==> src/rtl/lsu_defs_pkg.sv <==
// Shared LSU definitions: access size codes, FSM state encoding and timeout default.
// Also used by the control-path decoder.
package lsu_defs_pkg;

  localparam logic [1:0] SIZE_B   = 2'b00;
  localparam logic [1:0] SIZE_H   = 2'b01;
  localparam logic [1:0] SIZE_W   = 2'b10;
  localparam logic [1:0] SIZE_ILL = 2'b11;

  typedef enum logic [1:0] {
    ST_IDLE = 2'b00,
    ST_BUSY = 2'b01,
    ST_DONE = 2'b10
  } lsu_state_e;

  localparam int unsigned TIMEOUT_DEFAULT = 32'd255;

  function automatic logic is_misaligned(input logic [1:0] size, input logic [1:0] lo);
    logic mis;
    case (size)
      SIZE_B:  mis = 1'b0;
      SIZE_H:  mis = lo[0];
      SIZE_W:  mis = (lo != 2'b00);
      default: mis = 1'b1;
    endcase
    return mis;
  endfunction

endpackage

==> src/rtl/lsu_ctrl_align.sv <==
// Combinational byte-lane logic: store strobes and replication, load lane select
// with sign/zero extension.
module lsu_align
  import lsu_defs_pkg::*;
(
  input  logic [1:0]  st_size,
  input  logic [1:0]  st_addr_lo,
  input  logic [31:0] st_wdata,
  output logic [3:0]  st_strb,
  output logic [31:0] st_data,
  input  logic [1:0]  ld_size,
  input  logic [1:0]  ld_addr_lo,
  input  logic        ld_unsigned,
  input  logic [31:0] ld_rdata,
  output logic [31:0] ld_data
);

  logic [7:0]  ld_byte;
  logic [15:0] ld_half;
  logic        ld_sign;

  // Store strobes and lane replication
  always_comb begin
    st_strb = 4'b0000;
    st_data = st_wdata;
    case (st_size)
      SIZE_B: begin
        st_strb = 4'b0001 << st_addr_lo;
        st_data = {4{st_wdata[7:0]}};
      end
      SIZE_H: begin
        st_strb = 4'b0011 << {st_addr_lo[1], 1'b0};
        st_data = {2{st_wdata[15:0]}};
      end
      SIZE_W: begin
        st_strb = 4'b1111;
        st_data = st_wdata;
      end
      default: begin
        st_strb = 4'b0000;
        st_data = 32'h0000_0000;
      end
    endcase
  end

  // Load lane select and extension
  always_comb begin
    ld_byte = 8'h00;
    ld_half = ld_addr_lo[1] ? ld_rdata[31:16] : ld_rdata[15:0];
    ld_sign = 1'b0;
    ld_data = 32'h0000_0000;
    case (ld_addr_lo)
      2'b00:   ld_byte = ld_rdata[7:0];
      2'b01:   ld_byte = ld_rdata[15:8];
      2'b10:   ld_byte = ld_rdata[23:16];
      2'b11:   ld_byte = ld_rdata[31:24];
      default: ld_byte = 8'h00;
    endcase
    case (ld_size)
      SIZE_B: begin
        ld_sign = ~ld_unsigned & ld_byte[7];
        ld_data = {{24{ld_sign}}, ld_byte};
      end
      SIZE_H: begin
        ld_sign = ~ld_unsigned & ld_half[15];
        ld_data = {{16{ld_sign}}, ld_half};
      end
      SIZE_W: begin
        ld_sign = 1'b0;
        ld_data = ld_rdata;
      end
      default: begin
        ld_sign = 1'b0;
        ld_data = 32'h0000_0000;
      end
    endcase
  end

endmodule

==> src/rtl/lsu_ctrl.sv <==
// MEM-stage load/store unit: single-outstanding ready-handshaked bus access with
// lane steering. Optional bus timeout enabled by defining LSU_TIMEOUT_EN.
module lsu_ctrl
  import lsu_defs_pkg::*;
#(
  parameter int unsigned ADDR_W = 32
`ifdef LSU_TIMEOUT_EN
  , parameter int unsigned TIMEOUT_CYCLES = TIMEOUT_DEFAULT
`endif
) (
  input  logic              clk,
  input  logic              rst_n,
  input  logic              mem_req_i,
  input  logic              mem_we_i,
  input  logic [1:0]        mem_size_i,
  input  logic              mem_unsigned_i,
  input  logic [ADDR_W-1:0] addr_i,
  input  logic [31:0]       wdata_i,
  output logic [31:0]       rdata_o,
  output logic              done_o,
  output logic              stall_o,
  output logic              misalign_o,
  output logic              bus_err_o,
  output logic              bus_req_o,
  output logic [ADDR_W-1:0] bus_addr_o,
  output logic [3:0]        bus_we_o,
  output logic [31:0]       bus_wdata_o,
  input  logic              bus_ready_i,
  input  logic [31:0]       bus_rdata_i
);

  lsu_state_e  state_r;
  logic [1:0]  lo_r;
  logic [1:0]  size_r;
  logic        uns_r;
  logic        we_r;
  logic [3:0]  st_strb_s;
  logic [31:0] st_data_s;
  logic [31:0] ld_data_s;

`ifdef LSU_TIMEOUT_EN
  localparam int unsigned CNT_W = ($clog2(TIMEOUT_CYCLES + 1) > 8) ? $clog2(TIMEOUT_CYCLES + 1) : 8;
  logic [CNT_W-1:0] cnt_r;
`else
  assign bus_err_o = 1'b0;
`endif

  lsu_align u_align (
    .st_size     (mem_size_i),
    .st_addr_lo  (addr_i[1:0]),
    .st_wdata    (wdata_i),
    .st_strb     (st_strb_s),
    .st_data     (st_data_s),
    .ld_size     (size_r),
    .ld_addr_lo  (lo_r),
    .ld_unsigned (uns_r),
    .ld_rdata    (bus_rdata_i),
    .ld_data     (ld_data_s)
  );

  // Reset gating keeps stall low while the unit is held in reset
  assign stall_o = ~rst_n & (((state_r == ST_IDLE) & mem_req_i) | (state_r == ST_BUSY));

  // Access FSM with registered bus and result outputs
  always_ff @(posedge clk or posedge rst_n) begin
    if (rst_n) begin
      state_r     <= ST_IDLE;
      lo_r        <= 2'b00;
      size_r      <= SIZE_B;
      uns_r       <= 1'b0;
      we_r        <= 1'b0;
      rdata_o     <= 32'h0000_0000;
      done_o      <= 1'b0;
      misalign_o  <= 1'b0;
      bus_req_o   <= 1'b0;
      bus_addr_o  <= '0;
      bus_we_o    <= 4'b0000;
      bus_wdata_o <= 32'h0000_0000;
`ifdef LSU_TIMEOUT_EN
      bus_err_o   <= 1'b0;
      cnt_r       <= '0;
`endif
    end else begin
      case (state_r)
        ST_IDLE: begin
          done_o     <= 1'b0;
          misalign_o <= 1'b0;
`ifdef LSU_TIMEOUT_EN
          bus_err_o  <= 1'b0;
`endif
          if (mem_req_i) begin
            lo_r   <= addr_i[1:0];
            size_r <= mem_size_i;
            uns_r  <= mem_unsigned_i;
            we_r   <= mem_we_i;
            if (is_misaligned(mem_size_i, addr_i[1:0])) begin
              state_r    <= ST_DONE;
              done_o     <= 1'b1;
              misalign_o <= 1'b1;
              rdata_o    <= 32'h0000_0000;
            end else begin
              state_r     <= ST_BUSY;
              bus_req_o   <= 1'b1;
              bus_addr_o  <= {addr_i[ADDR_W-1:2], 2'b00};
              bus_we_o    <= mem_we_i ? st_strb_s : 4'b0000;
              bus_wdata_o <= st_data_s;
`ifdef LSU_TIMEOUT_EN
              cnt_r       <= '0;
`endif
            end
          end else begin
            state_r <= ST_IDLE;
          end
        end
        ST_BUSY: begin
          // A ready arriving on the limit cycle still completes normally
          if (bus_ready_i) begin
            state_r   <= ST_DONE;
            bus_req_o <= 1'b0;
            done_o    <= 1'b1;
            if (!we_r) begin
              rdata_o <= ld_data_s;
            end else begin
              rdata_o <= rdata_o;
            end
`ifdef LSU_TIMEOUT_EN
          end else if (cnt_r == CNT_W'(TIMEOUT_CYCLES - 1)) begin
            state_r   <= ST_DONE;
            bus_req_o <= 1'b0;
            done_o    <= 1'b1;
            bus_err_o <= 1'b1;
            rdata_o   <= 32'h0000_0000;
          end else begin
            cnt_r <= cnt_r + CNT_W'(1);
`else
          end else begin
            state_r <= ST_BUSY;
`endif
          end
        end
        ST_DONE: begin
          state_r    <= ST_IDLE;
          done_o     <= 1'b0;
          misalign_o <= 1'b0;
`ifdef LSU_TIMEOUT_EN
          bus_err_o  <= 1'b0;
`endif
        end
        default: begin
          state_r    <= ST_IDLE;
          done_o     <= 1'b0;
          misalign_o <= 1'b0;
          bus_req_o  <= 1'b0;
        end
      endcase
    end
  end

endmodule

==> config.mk <==
export PLATFORM = sky130hd
export DESIGN_NAME = lsu_ctrl
export DESIGN_NICKNAME = d
export VERILOG_FILES = /design/src/rtl/lsu_defs_pkg.sv /design/src/rtl/lsu_ctrl_align.sv /design/src/rtl/lsu_ctrl.sv
export SDC_FILE = /design/constraint.sdc
export NUM_CORES = 1
export LEC_CHECK = 0
export CORE_UTILIZATION = 39
export CTS_BUF_LIST = sky130_fd_sc_hd__clkbuf_16
export DETAILED_ROUTE_END_ITERATION = 10
export PLACE_DENSITY = 0.77
export SYNTH_ARGS = -nofsm -noshare
export SYNTH_HDL_FRONTEND = slang
export SYNTH_SLANG_ARGS = --single-unit
==> constraint.sdc <==
create_clock -name clk -period 3.9 [get_ports clk]
set_input_delay 0.78 -clock clk [delete_from_list [all_inputs] [get_ports clk]]
set_output_delay 0.78 -clock clk [all_outputs]
set_load 0.02 [all_outputs]
# Word-level counts from Yosys, hierarchy flattened
# Index checks and enable logic that the tools add are counted.
# classes
eq_ne	14
shifts	2
n_mux	27
n_bitwise	9
reduce_logical	10
# op_table
cell	n
32-bit one-hot mux with 3 select lines	2
32-bit 2-to-1 mux	4
32-bit one-hot mux with 2 select lines	1
8-bit one-hot mux with 4 select lines	1
16-bit 2-to-1 mux	1
4-bit one-hot mux with 3 select lines	1
2-bit == test, second input constant	5
2-bit by 1-bit == test with 1-bit output, second input constant	4
2-bit zero test	4
1-bit 2-to-1 mux	8
2-bit != test, second input constant	4
2-bit 2-to-1 mux	3
1-bit one-hot mux with 3 select lines	2
5-bit AND reduction	1
1-bit AND	4
4-bit 2-to-1 mux	1
1-bit inverter	4
1-bit one-hot mux with 2 select lines	2
2-bit one-hot mux with 2 select lines	1
4-bit AND reduction	1
2-bit nonzero test	2
1-bit by 2-bit left shift with 4-bit output, first input constant	1
2-bit by 2-bit left shift with 4-bit output, first input constant	1
3-bit AND reduction	1
3 further kinds	3
# word_totals
regBits	109
output_inout_bits	105
word_cells	74

# Depth between registers and ports, before layout
# logic_depth
word_depth	7
mapped_depth	8
ltp_nobuf	4

# By module
# Synthesis repeated with hierarchy kept, for this count alone.
# hier_totals
hier_cells	504
area_unflattened_um2	5798.1
# modules_own_cells
module	instances	cells_each	area_per_inst_um2
lsu_ctrl	1	295	4281.6
lsu_align	1	209	1516.5

# Worst setup path after synthesis
# No wires, ideal clock.
# synth_path
kind	input to register
from	input port mem_size_i[0]
to	register bus_addr_o[2]
setup_ns	0.125
arrival_ns	2.108
path_slack_ns	1.667
stages	7
path_buffers	4
cell_sequence	buf_6 > or3_4 > a21bo_1 > buf_6 > buf_6 > buf_6 > mux2_4
# synth_via
elab_chain_len	6
word_cells_on_any_way	8
classes_between	eq/ne (2); mux (3); bitwise (1); reduce/logical (2)
# synth_lines
element	line_no	text
start: declaration	lsu_ctrl.sv:15	input logic [1:0] mem_size_i,
2-bit == test (tied with other cells)	lsu_defs_pkg.sv:20	case (size)
1-bit one-hot mux with 3 select lines *	lsu_defs_pkg.sv:20	
1-bit 2-to-1 mux *	lsu_ctrl.sv:91	if (mem_req_i) begin
1-bit 2-to-1 mux *	lsu_ctrl.sv:84	case (state_r)
1-bit inverter (no source line) *	-	
3-bit AND reduction (no source line) *	-	
end signal: assignment	lsu_ctrl.sv:104	bus_addr_o <= {addr_i[ADDR_W-1:2], 2'b00};
end: declaration	lsu_ctrl.sv:25	output logic [ADDR_W-1:0] bus_addr_o,
# Every way passes the cells marked *; elsewhere a longest branch is shown, timed or not. The select of a mux whose other input is x is not followed.
# A chain may end at the register's enable or synchronous reset.

# Worst setup path in the final report
# layout_path
from	input port mem_req_i
to	output port stall_o
# layout_via
elab_chain_len	3
# layout_lines
element	line_no	text
start: declaration	lsu_ctrl.sv:13	input logic mem_req_i,
1-bit AND	lsu_ctrl.sv:62	assign stall_o = ~rst_n & (((state_r == ST_IDLE) & mem_req_i) | (state_r == ST_BUSY));
1-bit OR	lsu_ctrl.sv:62	
1-bit AND	lsu_ctrl.sv:62	
end: declaration	lsu_ctrl.sv:21	output logic stall_o,
# Every way passes these cells.

==> impl_results.md <==
- Max-slew violation count: 0
- Clock power share: about a fifth
- Share of cells above drive strength 1: 13.0%
- Combinational fraction of design power: 42.5%
- Internal: 3.04 mW
- First-pass GRT wire length: 21600 µm
- Initial antenna violation count: 0
- Reg power frac: 36.7%
- Setup CP Type: primary input to output port
- Port Buffer Count: about 210
- Post-layout nets: 763
- Mapped Cells: 472
- Worst skew pair latency: 0.34 ns
- RSZ-0062 raised after global routing: false
- Final setup fails: 0
- CTS tree: done
- Switch share: 34.7%
- Post-Syn Area: 5140 µm²
- EDFF count, synth: 0
- Total global routing overflow: 0
- Pwr Density: slightly above 600 nW/µm²
- Yosys Warn Count: 0
- Vias in the first global route: 4415
- CTS clk-pin slew, worst paths: 0.07 ns
- Final ANT Viol Nets: 0
- DRT Pass-1 Iters: 5
- Deepest clock path buffer count: 2
- Yosys reg bits: 109
- Final hold violations: 0
- Post-CTS Resized: 0
- Slew @ Worst Pin: 1.22 ns
- Core box area: 12700 µm²
- Worst setup SP type: primary input
- Cell Rows: 41
- Commonest cells after routing, fill and taps aside: 205 x clkdlybuf4s50_1, 109 x dfrtp_1, 57 x nand2_1, 50 x mux2_2, 41 x o21ai_0
- Hpwl dp: about 10000 µm
- Die extent in y: 117 µm
- Final Hold Slack: around 0.48 ns
- Switching pwr: 1.62 mW
- Drt wl/cell: 16.9 µm
- Static leakage: between 3 and 4 nW
- CP max FO: 2
- Root Driver: clkbuf_16
- Die width: 117 µm
- Worst r2r src: lo_r[1]
- Critical Path Start: mem_req_i
- Setup Buffers After CTS: 0
- DRC violations left: 0
- Via Count: 4404
- Netlist cell types: between 40 and 50
- TritonCTS buffer count: 9
- Gr usage total: 21.0%
- Clock Skew: around 0.0053 ns
- # IOs: 209
- CP arrival: 2.06 ns
- Commonest non-fill, non-tap cell in the layout: clkdlybuf4s50_1
- Post-route clock period utilization: 72.7%
- CTS Hold Buffers Added: 0
- TritonCTS Sinks: 109
- Top achievable clock speed: 0.353 GHz
- Relative slew slack: 18.3%
- Status: finished clean
- Post-Route WL: 14100 µm
- Hold path start: bus_wdata_o[30]
- Gp weighted congestion: 0.835
- Maxcap violations: 0
- Ant diodes: 0
- Min-delay worst type: flop to flop
- Setup_tns: 0 ns
- Initial core utilization: 40.4%
- Synth Flop Type: dfrtp_1
- Asr flop ratio synth: 100%
- Via-to-Cell Ratio: 5.27
- Syn_area_per_cell: about 11 µm²
- Largest net degree at the start of global routing: 70
- Final min period: 2.84 ns
- H-tree levels: 3
- Full die area: between 10000 and 15000 µm²
- Final Core Density: between 50% and 60%
- IR drop worst, VDD: 0.000283 V
- CP Data Required Time: 3.12 ns
- Area Overhead vs Synth: 48.4%
- Worst Setup End Kind: output port
- Post-synthesis sequential area ratio: 53.1%
- First DRT Iteration DRCs: 274
## cell type report
cell class              count  area [µm²]
clock inverters             7        90.1
well taps                 172         215
multi-input cells         316        2190
clock buffers               9         225
fillers                  1074        5100
repair buffers            215        2140
flip-flops and latches    109        2730
inverters                   8        32.5
## sequential cells by signal (all words and copies together), names as in the netlist, 2 cells and up
register     flops
bus_addr_o      30
bus_wdata_o     32
bus_we_o         4
lo_r             2
rdata_o         32
size_r           2
state_r          2
## Yosys cell counts (all sizes together), types with 2 or more instances
cell     count  area [µm²]
a22oi        6        45.0
mux2        53         608
buf         20         130
nor2b       23         144
a21boi       2        15.0
o31a         2        17.5
nand3b       2        15.0
o21ai       41         205
a221oi       8        70.1
a22o        16         140
nor3b        2        26.3
dfrtp      109        2730
clkbuf      21        78.8
nand3       18        90.1
a211oi       5        37.5
a21o         7        52.6
inv          8        30.0
nand2       57         214
a32oi        5        43.8
a21oi       25         125
mux2i        8        80.1
a2bb2oi      2        17.5
nor2        14        52.6
nor3         2        10.0
o31ai        2        15.0
## per-stage QoR
stage | total power, mW | cells | cell area [µm²] | setup WS [ns]
after detailed placement | 3.71 | 820 | 7300 | 0.764
after CTS | 4.69 | 836 | 7620 | 1.06
after global routing | 4.89 | 836 | 7620 | 0.993
after global placement | 3.66 | 820 | 7300 | 0.818
final | 4.66 | 836 | 7620 | 1.06
after floorplan | 2.75 | 474 | 5140 | 0.246
## power groups by stage
stage               logic, mW  registers [mW]  clock network [mW]
global placement         1.95            1.71                   0
detailed placement       1.99            1.73                   0
global route             2.12            1.75                1.02
floorplan               0.703            2.05                   0
finish                   1.98            1.71               0.968
CTS                      2.00            1.71               0.986
## worst paths after layout
kind,to,slack [ns],depth (start not counted)
setup / recovery,stall_o,1.06,4
hold / removal,bus_wdata_o[30],0.48,2
setup reg to reg,rdata_o[27],1.48,4
hold reg to reg,bus_wdata_o[30],0.48,2
max in group asynchronous,bus_wdata_o[24],2.18,3
min in group asynchronous,misalign_o,0.99,2
## per-layer routing
metal | up-vias | track usage (%) | share of wire (%)
li1 | 2045 | - | -
met1 | 2135 | 24.6 | 39
met2 | 196 | 35.6 | 49
met3 | 28 | 5.76 | 8.5
met4 | 0 | 9.79 | 2.8
met5 | - | 0 | 0
## cell families after synthesis
kind of cell | after synthesis | synth area share (%)
compound gates | 127 | 16.6
buf+inv | 49 | 4.65
flops | 109 | 53.1
mux | 62 | 13.8
other cells | 1 | 0.0730
simple gates | 124 | 11.7
## worst max-delay path: stages
cell and delay [ns]:
clkdlybuf4s50_1 0.48, nor2_1 0.04, nor3_1 0.13, clkdlybuf4s50_1 0.63
Power figures use the tool's default switching activity.
